$ cat config.mk
export PLATFORM = sky130hd
export DESIGN_NAME = clk_pattern_gen
export DESIGN_NICKNAME = d
export VERILOG_FILES = /design/src/rtl/clk_pattern_gen.sv
export SDC_FILE = /design/constraint.sdc
export NUM_CORES = 1
export LEC_CHECK = 0
export BUFFER_PORTS_ARGS = -buffer_cell sky130_fd_sc_hd__buf_2
export CELL_PAD_IN_SITES_DETAIL_PLACEMENT = 1
export CELL_PAD_IN_SITES_GLOBAL_PLACEMENT = 2
export CORE_UTILIZATION = 34
export DETAILED_ROUTE_END_ITERATION = 16
export GPL_TIMING_DRIVEN = 0
export PLACE_DENSITY = 0.77
export RECOVER_POWER = 50
export SKIP_LAST_GASP = 1
export SLEW_MARGIN = 40
export SYNTH_ARGS = -nofsm -noshare
export SYNTH_HDL_FRONTEND = slang
export SYNTH_SLANG_ARGS = --single-unit
$ cat constraint.sdc
create_clock -name clk -period 3.7 [get_ports clk]
set_clock_uncertainty 0.2 [all_clocks]
set_input_delay 0.555 -clock clk [delete_from_list [all_inputs] [get_ports clk]]
set_output_delay 0.555 -clock clk [all_outputs]
set_load 0.005 [all_outputs]
$ cat src/rtl/clk_pattern_gen.sv
`default_nettype none
// ============================================================================
//  Module   : clk_pattern_gen
//  Purpose  : Programmable clock-pattern generator. After a start request it
//             waits phase_cyc cycles, then repeats periods of ton_cyc high and
//             toff_cyc low cycles until stopped. ton/toff are re-sampled at the
//             end of every period; an invalid (zero) value is rejected.
//  Ports    : clk, rst (sync, active-high), start, stop,
//             phase_cyc/ton_cyc/toff_cyc [CNT_W-1:0] configuration,
//             clk_out (flop output), busy, period_tick, cfg_err,
//             period_cnt [31:0] (only with CLK_PATTERN_GEN_PERIOD_COUNT_EN).
//  Options  : `define CLK_PATTERN_GEN_PERIOD_COUNT_EN adds the saturating
//             period counter output period_cnt.
//  Revision : 1.0 - initial release
// ============================================================================
module clk_pattern_gen #(
    parameter int CNT_W = 16
) (
    input  logic             clk,
    input  logic             rst,
    input  logic             start,
    input  logic             stop,
    input  logic [CNT_W-1:0] phase_cyc,
    input  logic [CNT_W-1:0] ton_cyc,
    input  logic [CNT_W-1:0] toff_cyc,
    output logic             clk_out,
    output logic             busy,
    output logic             period_tick,
    output logic             cfg_err
`ifdef CLK_PATTERN_GEN_PERIOD_COUNT_EN
    ,
    output logic [31:0]      period_cnt
`endif
);

    localparam logic [1:0] c_ST_IDLE  = 2'd0;
    localparam logic [1:0] c_ST_PHASE = 2'd1;
    localparam logic [1:0] c_ST_HIGH  = 2'd2;
    localparam logic [1:0] c_ST_LOW   = 2'd3;

    logic [1:0]       r_state;
    logic [CNT_W-1:0] r_cnt;       // cycles remaining in current state, minus one
    logic [CNT_W-1:0] r_ton_sh;
    logic [CNT_W-1:0] r_toff_sh;
    logic             r_stop_pend;
    logic             r_clk_out;
    logic             r_tick;
    logic             r_cfg_err;

    logic w_cfg_ok;
    logic w_start_acc;

    assign w_cfg_ok    = (ton_cyc != '0) && (toff_cyc != '0);
    assign w_start_acc = (r_state == c_ST_IDLE) && start && !stop && w_cfg_ok;

    // The phase delay is held only in r_cnt: it is loaded once on start and
    // never reapplied, so no separate phase shadow is kept.
    always_ff @(posedge clk) begin
        if (rst) begin
            r_state     <= c_ST_IDLE;
            r_cnt       <= '0;
            r_ton_sh    <= '0;
            r_toff_sh   <= '0;
            r_stop_pend <= 1'b0;
            r_clk_out   <= 1'b0;
            r_tick      <= 1'b0;
            r_cfg_err   <= 1'b0;
        end else begin
            // clk_out lags the HIGH state by one cycle so it comes straight
            // from a flop; the tick marks the first cycle of each high phase.
            r_clk_out <= (r_state == c_ST_HIGH);
            r_tick    <= (r_state == c_ST_HIGH) && !r_clk_out;
            r_cfg_err <= 1'b0;

            case (r_state)
                c_ST_IDLE: begin
                    // stop has priority over start: a simultaneous request is a no-op
                    if (start && !stop) begin
                        if (w_start_acc) begin
                            r_ton_sh    <= ton_cyc;
                            r_toff_sh   <= toff_cyc;
                            r_stop_pend <= 1'b0;
                            if (phase_cyc == '0) begin
                                r_state <= c_ST_HIGH;
                                r_cnt   <= ton_cyc - CNT_W'(1);
                            end else begin
                                r_state <= c_ST_PHASE;
                                r_cnt   <= phase_cyc - CNT_W'(1);
                            end
                        end else begin
                            r_cfg_err <= 1'b1;
                        end
                    end
                end

                c_ST_PHASE: begin
                    if (stop) begin
                        r_state <= c_ST_IDLE;
                    end else if (r_cnt == '0) begin
                        r_state <= c_ST_HIGH;
                        r_cnt   <= r_ton_sh - CNT_W'(1);
                    end else begin
                        r_cnt <= r_cnt - CNT_W'(1);
                    end
                end

                c_ST_HIGH: begin
                    if (stop) begin
                        r_stop_pend <= 1'b1;
                    end
                    if (r_cnt == '0) begin
                        r_state <= c_ST_LOW;
                        r_cnt   <= r_toff_sh - CNT_W'(1);
                    end else begin
                        r_cnt <= r_cnt - CNT_W'(1);
                    end
                end

                c_ST_LOW: begin
                    if (stop) begin
                        r_stop_pend <= 1'b1;
                    end
                    if (r_cnt == '0) begin
                        if (r_stop_pend || stop) begin
                            r_state     <= c_ST_IDLE;
                            r_stop_pend <= 1'b0;
                        end else begin
                            r_state <= c_ST_HIGH;
                            // End of period: adopt new ton/toff if both valid,
                            // otherwise keep the old pair and flag the error.
                            if (w_cfg_ok) begin
                                r_ton_sh  <= ton_cyc;
                                r_toff_sh <= toff_cyc;
                                r_cnt     <= ton_cyc - CNT_W'(1);
                            end else begin
                                r_cfg_err <= 1'b1;
                                r_cnt     <= r_ton_sh - CNT_W'(1);
                            end
                        end
                    end else begin
                        r_cnt <= r_cnt - CNT_W'(1);
                    end
                end

                default: begin
                    r_state <= c_ST_IDLE;
                end
            endcase
        end
    end

    assign clk_out     = r_clk_out;
    assign busy        = (r_state != c_ST_IDLE);
    assign period_tick = r_tick;
    assign cfg_err     = r_cfg_err;

`ifdef CLK_PATTERN_GEN_PERIOD_COUNT_EN
    logic [31:0] r_period_cnt;

    always_ff @(posedge clk) begin
        if (rst || w_start_acc) begin
            r_period_cnt <= '0;
        end else if (r_tick && (r_period_cnt != 32'hFFFF_FFFF)) begin
            r_period_cnt <= r_period_cnt + 32'd1;
        end
    end

    assign period_cnt = r_period_cnt;
`endif

endmodule
`default_nettype wire

==> results of run 1 <==
==> worst min-delay path by stage <==
stage | cells past startpoint | to | from
6_report | 1 | period_tick | clk_out
5_1_grt | 1 | period_tick | clk_out
4_1_cts | 1 | period_tick | clk_out
3_5_place_dp | 1 | period_tick | clk_out
3_3_place_gp | 1 | period_tick | clk_out
2_1_floorplan | 1 | period_tick | clk_out
==> metrics by stage <==
stage               instance area, um^2  utilization  hold slack [ps]  instances  worst slack [ps]
floorplan                          4461            -            222.3        581             797.3
global placement                   4946       0.3888            199.2        807             140.0
detailed placement                 4946       0.3888            221.3        807             113.0
CTS                                5102       0.4011            232.8        815             324.1
global route                       5081       0.3994            253.1        815             108.3
finish                             5081       0.3994            227.2        815             252.4
==> cells in the final DEF, fill, tap and decap left out, types with 6 or more instances in the layout <==
| cell type | instances |
|---|---|
| or4_1 | 18 |
| o211ai_1 | 15 |
| xor2_1 | 23 |
| nor3_1 | 24 |
| clkbuf_1 | 33 |
| nand2_1 | 42 |
| a211oi_1 | 7 |
| a31oi_1 | 13 |
| o21ai_0 | 32 |
| a21oi_1 | 27 |
| ha_1 | 11 |
| o21ai_1 | 6 |
| or3_1 | 10 |
| nand3_1 | 6 |
| inv_1 | 17 |
| o31ai_1 | 8 |
| a221o_1 | 6 |
| nor2_1 | 64 |
| dfxtp_1 | 54 |
| nor4_1 | 26 |
| mux2i_1 | 37 |
| buf_2 | 54 |
| xnor2_1 | 31 |
==> report_power, final <==
group / switching [mW] / internal (mW) / total, mW
logic: 1.29 / 0.789 / 2.08
clock network: 0.244 / 0.273 / 0.517
registers: 0.199 / 0.735 / 0.934
==> registers in the layout, indices dropped and copies added, names as in the netlist <==
signal       count
r_stop_pend      1
r_ton_sh        16
r_state          2
clk_out          1
r_toff_sh       16
cfg_err          1
r_cnt           16
period_tick      1
==> critical path, delay by kind of cell, from the launching register on <==
kind	cells	cell delay, ps
adders and majority gates	1	160
AOI/OAI and AO/OA	2	290
muxes	1	230
buffers and inverters	2	470
DFF	1	350
and+or+nand+nor	4	1610
==> metal layers <==
| layer | global-route usage | vias to the layer above |
|---|---|---|
| li1 | - | 2278 |
| met1 | 0.3629 | 2281 |
| met2 | 0.4225 | 120 |
| met3 | 0.04930 | 27 |
| met4 | 0.09536 | 0 |
| met5 | 0 | - |
==> cell families (layout without fill, tap and decap cells) <==
family,after synthesis,count (layout),share of synthesized area
AO/OA/AOI/OAI,152,152,0.2342
XOR/XNOR,54,54,0.1060
adder cells (fa/ha/maj),11,11,0.03086
buffers and inverters,58,120,0.05610
flip-flops,54,54,0.2424
multiplexers,37,37,0.08303
AND/OR/NAND/NOR,215,215,0.2474
==> area by class of cell <==
| cell class | count | area, um^2 | share of cell area |
|---|---|---|---|
| tap | 172 | 215.2 | 0.04235 |
| clock inverter | 2 | 17.52 | 0.003447 |
| buffer | 40 | 182.7 | 0.03595 |
| multi-input combinational | 469 | 3113 | 0.6127 |
| clock buffer | 6 | 138.9 | 0.02733 |
| timing repair buffer | 54 | 265.3 | 0.05220 |
| inverter | 18 | 67.56 | 0.01330 |
| sequential | 54 | 1081 | 0.2128 |
==> reports/metrics.cfg, run 1 <==
[outcome]
status=complete, no violations

[die]
pin_count=56
start_util=0.3506
core_area_um2=12720
fp.dieW_um=116.5
rows=41
die_h_um=116.5
die_area_um2=13580

[yosys]
synth_common_cells=nor2_1, dfxtp_1, nand2_1
synth_seq_cells=54
async_reset_ff_frac=0
syn_area_um2=4461
synth_area_leaders=dfxtp_1, mux2i_1, xnor2_1
synth_edf_count=0
yosys_warnings=0
yosysTopAreaCell=dfxtp_1
synth_most_common_cell=nor2_1
synth_cells=581
synth_nets=644
synth-seq-area-share=0.2424
synth_ff_type=dfxtp_1
synth_top_cell_area_share=0.2424
syn_avg_cell_area_um2=7.677
synth_cell_types=69

[routing]
viasPerCell=5.774
num_vias=4706
drtIter0Drc=274
wl_met3_um=847
wl_met2_um=7549
top_layer_used=met4
wl_met1_um=8012
routedWlPerCell_um=20.69
totalWireLength_um=16860
route.detailed.drc=0
antenna_left=0
drtPass1Iterations=4

[grt]
antenna_found_initial=0
grt_pass1_wl_um=27050
grt-ovfl-total=0
grt_max_degree=18
grt_pass1_vias=4795
grt_use_total=0.2674

[cts]
post_cts.repair.setup_buffers=0
insertion_delay_ps=310
cts.clk_slew.worst_paths_ps=80
cts_hold_buf=0
root_buffer=clkbuf_16
cts_buffers=5
ctsResizeCount=0
cts_buffer_depth=2
cts.htree.levels=2
clkSinkCount=54
tritoncts=yes

[final_layout]
fin_nets=705
fillers=1654
area_delta_synth_final_pct=13.91
antenna_cells=0
drive_gt1_frac=0.1244

[sta]
hold_viol_final=0
slew_violations=0
setup_viol=0
fin_setup_tns_ps=0
rsz0062_at_grt=false
fin_crit_ps=3448
clock.fmax_ghz=0.2901
fin_crit_sh=0.9318
slew_headroom=0.4494
tightest_slew_ps=821.5

[setup_path]
end_kind=flop
crit_path_start=r_cnt[0]
cp_data_required_time_ps=3680
cpPeakStageDelay_ps=640
reg2reg_to=r_toff_sh[1]
crit_path_start_kind=flop
critPathKind=reg -> reg
worstReg2RegStart=r_cnt[0]
reg2reg_slack_ps=250
cp_max_fo=10
worstSetupEndpoint=r_toff_sh[1]
cp_slowest_cell=nor3_2
path_cells=inv_1 -> ha_1 -> or4b_1 -> nor4_1 -> a22o_1 -> o21ai_0 -> nor3_2 -> buf_4 -> mux2i_1 -> nor2_1
r2r_cells=10
critPathArrivalTime_ps=3430

[flow_run]
drv_cap=0

[placement]
io_buffer_count=54
routabilityCongestion=0.8850
hpwl_um=13660

[power]
power_mw=3.536
power.leakage_nw=1.882
powerDensity_nw_per_um2=695.8
peakVddDrop_mv=0.2337

[hold_path]
min_path_type=reg -> reg

No activity file was read; power rests on OpenSTA's default activity.
==> inputs of run 2 (changes only) <==
--- a/config.mk
+++ b/config.mk
@@ -6,12 +6,10 @@
 export NUM_CORES = 1
 export LEC_CHECK = 0
 export BUFFER_PORTS_ARGS = -buffer_cell sky130_fd_sc_hd__buf_2
-export CELL_PAD_IN_SITES_DETAIL_PLACEMENT = 1
-export CELL_PAD_IN_SITES_GLOBAL_PLACEMENT = 2
-export CORE_UTILIZATION = 34
+export CORE_UTILIZATION = 59
 export DETAILED_ROUTE_END_ITERATION = 16
 export GPL_TIMING_DRIVEN = 0
-export PLACE_DENSITY = 0.77
+export PLACE_DENSITY = 0.78
 export RECOVER_POWER = 50
 export SKIP_LAST_GASP = 1
 export SLEW_MARGIN = 40
==> run 2 against run 1 <==
  * Die area down 42%
  * Register-to-register slack better by 130 ps
  * Flip-flop and latch count did not move
  * Largest cell class unchanged
  * Global-route usage rose by 11 points
  * Worst setup slack improved by 40 ps
  * Combinational power decreased by 2%
  * Total power shrank 3.5%
  * Sequential share of layout area grew 0.56 points
  * Clock power shrank 15%
  * Core utilization is 28 points higher
  * Clock-buffer cell count is the same
  * First-iteration DRC count rose by 84%
==> reports/metrics.cfg, run 2 (synthesized netlist as in run 1, its figures left out) <==
[routing]
antenna_left=0  ; unchanged
totalWireLength_um=14690  ; -13%
drtIter0Drc=505  ; +84%
viasPerCell=6.546  ; +13%
num_vias=4857  ; +3.2%
route.detailed.drc=0  ; unchanged
drtPass1Iterations=6  ; +2
routedWlPerCell_um=19.79  ; -4.3%

[grt]
top_usage_layer=met2
grt-ovfl-total=0  ; unchanged
grt_use_total=0.3796  ; +0.1122
use_met1=0.5011  ; +0.1382
antenna_found_initial=0  ; unchanged
groute.layer.met3.usage=0.09788  ; +0.04858
grt_pass1_vias=4396  ; -8.3%
grt_pass1_wl_um=22430  ; -17%
grt_max_degree=18  ; unchanged
grt_util_met2=0.5874  ; +0.1649

[final_layout]
seq_area_um2=1081  ; unchanged
antenna_cells=0  ; unchanged
multi_input_area_um2=3113  ; unchanged
reg_top3=r_cnt: 16 flops, r_toff_sh: 16 flops, r_ton_sh: 16 flops
final_common_cell=nor2_1
fillers=673  ; -59%
area_delta_synth_final_pct=10.97
layoutNonFillerInstCount=742  ; -9.0%
fin_nets=705  ; unchanged
drive_gt1_frac=0.1244  ; unchanged
layout_common_cells=nor2_1, buf_2, dfxtp_1

[power]
p_switching_mw=1.669  ; -4.0%
power.leakage_nw=1.867  ; -0.83%
seqPwrFrac=0.273  ; +0.009
cell_internal_pwr_mw=1.744  ; -3.0%
clkPwrFrac=0.129  ; -0.017
swShare=0.4890  ; -0.002550
peakVddDrop_mv=0.3552  ; +52%
powerDensity_nw_per_um2=689.5  ; -0.91%
comb_power_share=0.598  ; +0.009

[sta]
slew_headroom=0.4993  ; +0.04991
setup_viol=0  ; unchanged
tightest_slew_ps=749.4  ; -72.00 ps
rsz0062_at_grt=false
clock.fmax_ghz=0.2935  ; +1.2%
fin_crit_sh=0.9209  ; -0.01085
fin_setup_tns_ps=0  ; unchanged
fin_crit_ps=3407  ; -40.14 ps
hold_viol_final=0  ; unchanged
slew_violations=0  ; unchanged

[cts]
cts.clk_slew.worst_paths_ps=110  ; +30 ps
post_cts.repair.setup_buffers=0  ; unchanged
cts_buffer_depth=2  ; unchanged
root_buffer=clkbuf_8
cts_hold_buf=0  ; unchanged
insertion_delay_ps=330  ; +20 ps
tritoncts=yes
ctsResizeCount=0  ; unchanged
cts_buffers=5  ; unchanged
clkSinkCount=54  ; unchanged
cts.htree.levels=2  ; unchanged

[setup_path]
crit_path_start=ton_cyc[0]
end_kind=flop
cp_slowest_cell=or4_1
reg2reg_to=r_ton_sh[9]
reg2reg_slack_ps=380  ; +130 ps
r2r_cells=10  ; unchanged
crit_path_start_kind=input pin
worstReg2RegStart=r_cnt[0]
critPathArrivalTime_ps=3380  ; -50 ps
path_cells=buf_2 -> inv_1 -> ha_1 -> or4b_1 -> or4_1 -> a41oi_1 -> nor2_1 -> clkbuf_1 -> o21ai_0 -> a31oi_1
cp_max_fo=10  ; unchanged
cpPeakStageDelay_ps=590  ; -50 ps
cp_data_required_time_ps=3680  ; about the same
path_delay_family=simple AND/OR/NAND/NOR gates
cp_num_cells=10  ; unchanged
critPathKind=in -> reg
worstSetupEndpoint=r_cnt[11]
path_buf_inv=3  ; +1

[die]
core_area_um2=7292  ; -43%
rows=31  ; -24%
fp.dieW_um=88.95  ; -24%
start_util=0.6117  ; +0.2611
die_area_um2=7912  ; -42%
pin_count=56  ; unchanged
die_h_um=88.95  ; -24%

[placement]
placedCellCount=734  ; -9.0%
io_buffer_count=54  ; unchanged
routabilityCongestion=1.022  ; +16%
hpwl_um=11560  ; -15%

[hold_path]
worstHoldStart=clk_out
min_path_type=reg -> reg

[outcome]
status=complete, no violations

[flow_run]
drv_cap=0  ; unchanged

## run 2: changes by cell type in the layout (fill, tap and decap cells not counted), sizes merged
| cell | change |
|---|---|
| buf | -1 |
| clkinv | -2 |
| inv | +1 |
| clkbuf | +1 |
| bufinv | +1 |
## run 2: per-stage QoR
step	util	hold WS, ps	instance area (um^2)	worst slack (ps)	total power [mW]
after floorplan	-	222.3	4461	797.3	2.378
after global placement	0.6658	198.5	4855	317.3	2.884
after detailed placement	0.6658	211.0	4855	287.2	2.916
after CTS	0.6824	227.5	4976	559.9	3.359
after global routing	0.6788	245.6	4950	171.8	3.612
final	0.6788	233.8	4950	292.6	3.413
## run 2: worst min path at each step
stage | end | slack (ps) | depth (start not counted)
3_3_place_gp | period_tick | 200 | 1
3_5_place_dp | period_tick | 210 | 1
5_1_grt | period_tick | 250 | 1
4_1_cts | period_tick | 230 | 1
6_report | period_tick | 230 | 1
2_1_floorplan | period_tick | 220 | 1
## run 2: cell type report
| type | instances | area share |
|---|---|---|
| Multi-Input combinational cell | 469 | 0.6289 |
| Sequential cell | 54 | 0.2184 |
| Timing Repair Buffer | 54 | 0.05359 |
| Buffer | 40 | 0.03589 |
| Tap cell | 99 | 0.02503 |
| Clock buffer | 6 | 0.01668 |
| Inverter | 18 | 0.01365 |
| Clock inverter | 2 | 0.007836 |
## run 2: power by group through the flow
stage	registers [mW]	logic [mW]	clock network (mW)
finish	0.933	2.04	0.439
global route	0.949	2.20	0.462
CTS	0.922	2.00	0.441
detailed placement	0.935	1.98	0
global placement	0.925	1.96	0
floorplan	0.880	1.50	0
## run 2: metal layers
| metal | vias up | routed length, um |
|---|---|---|
| li1 | 2285 | - |
| met1 | 2249 | 6311 |
| met2 | 256 | 6398 |
| met3 | 67 | 1359 |
| met4 | 0 | 618 |
| met5 | - | 0 |
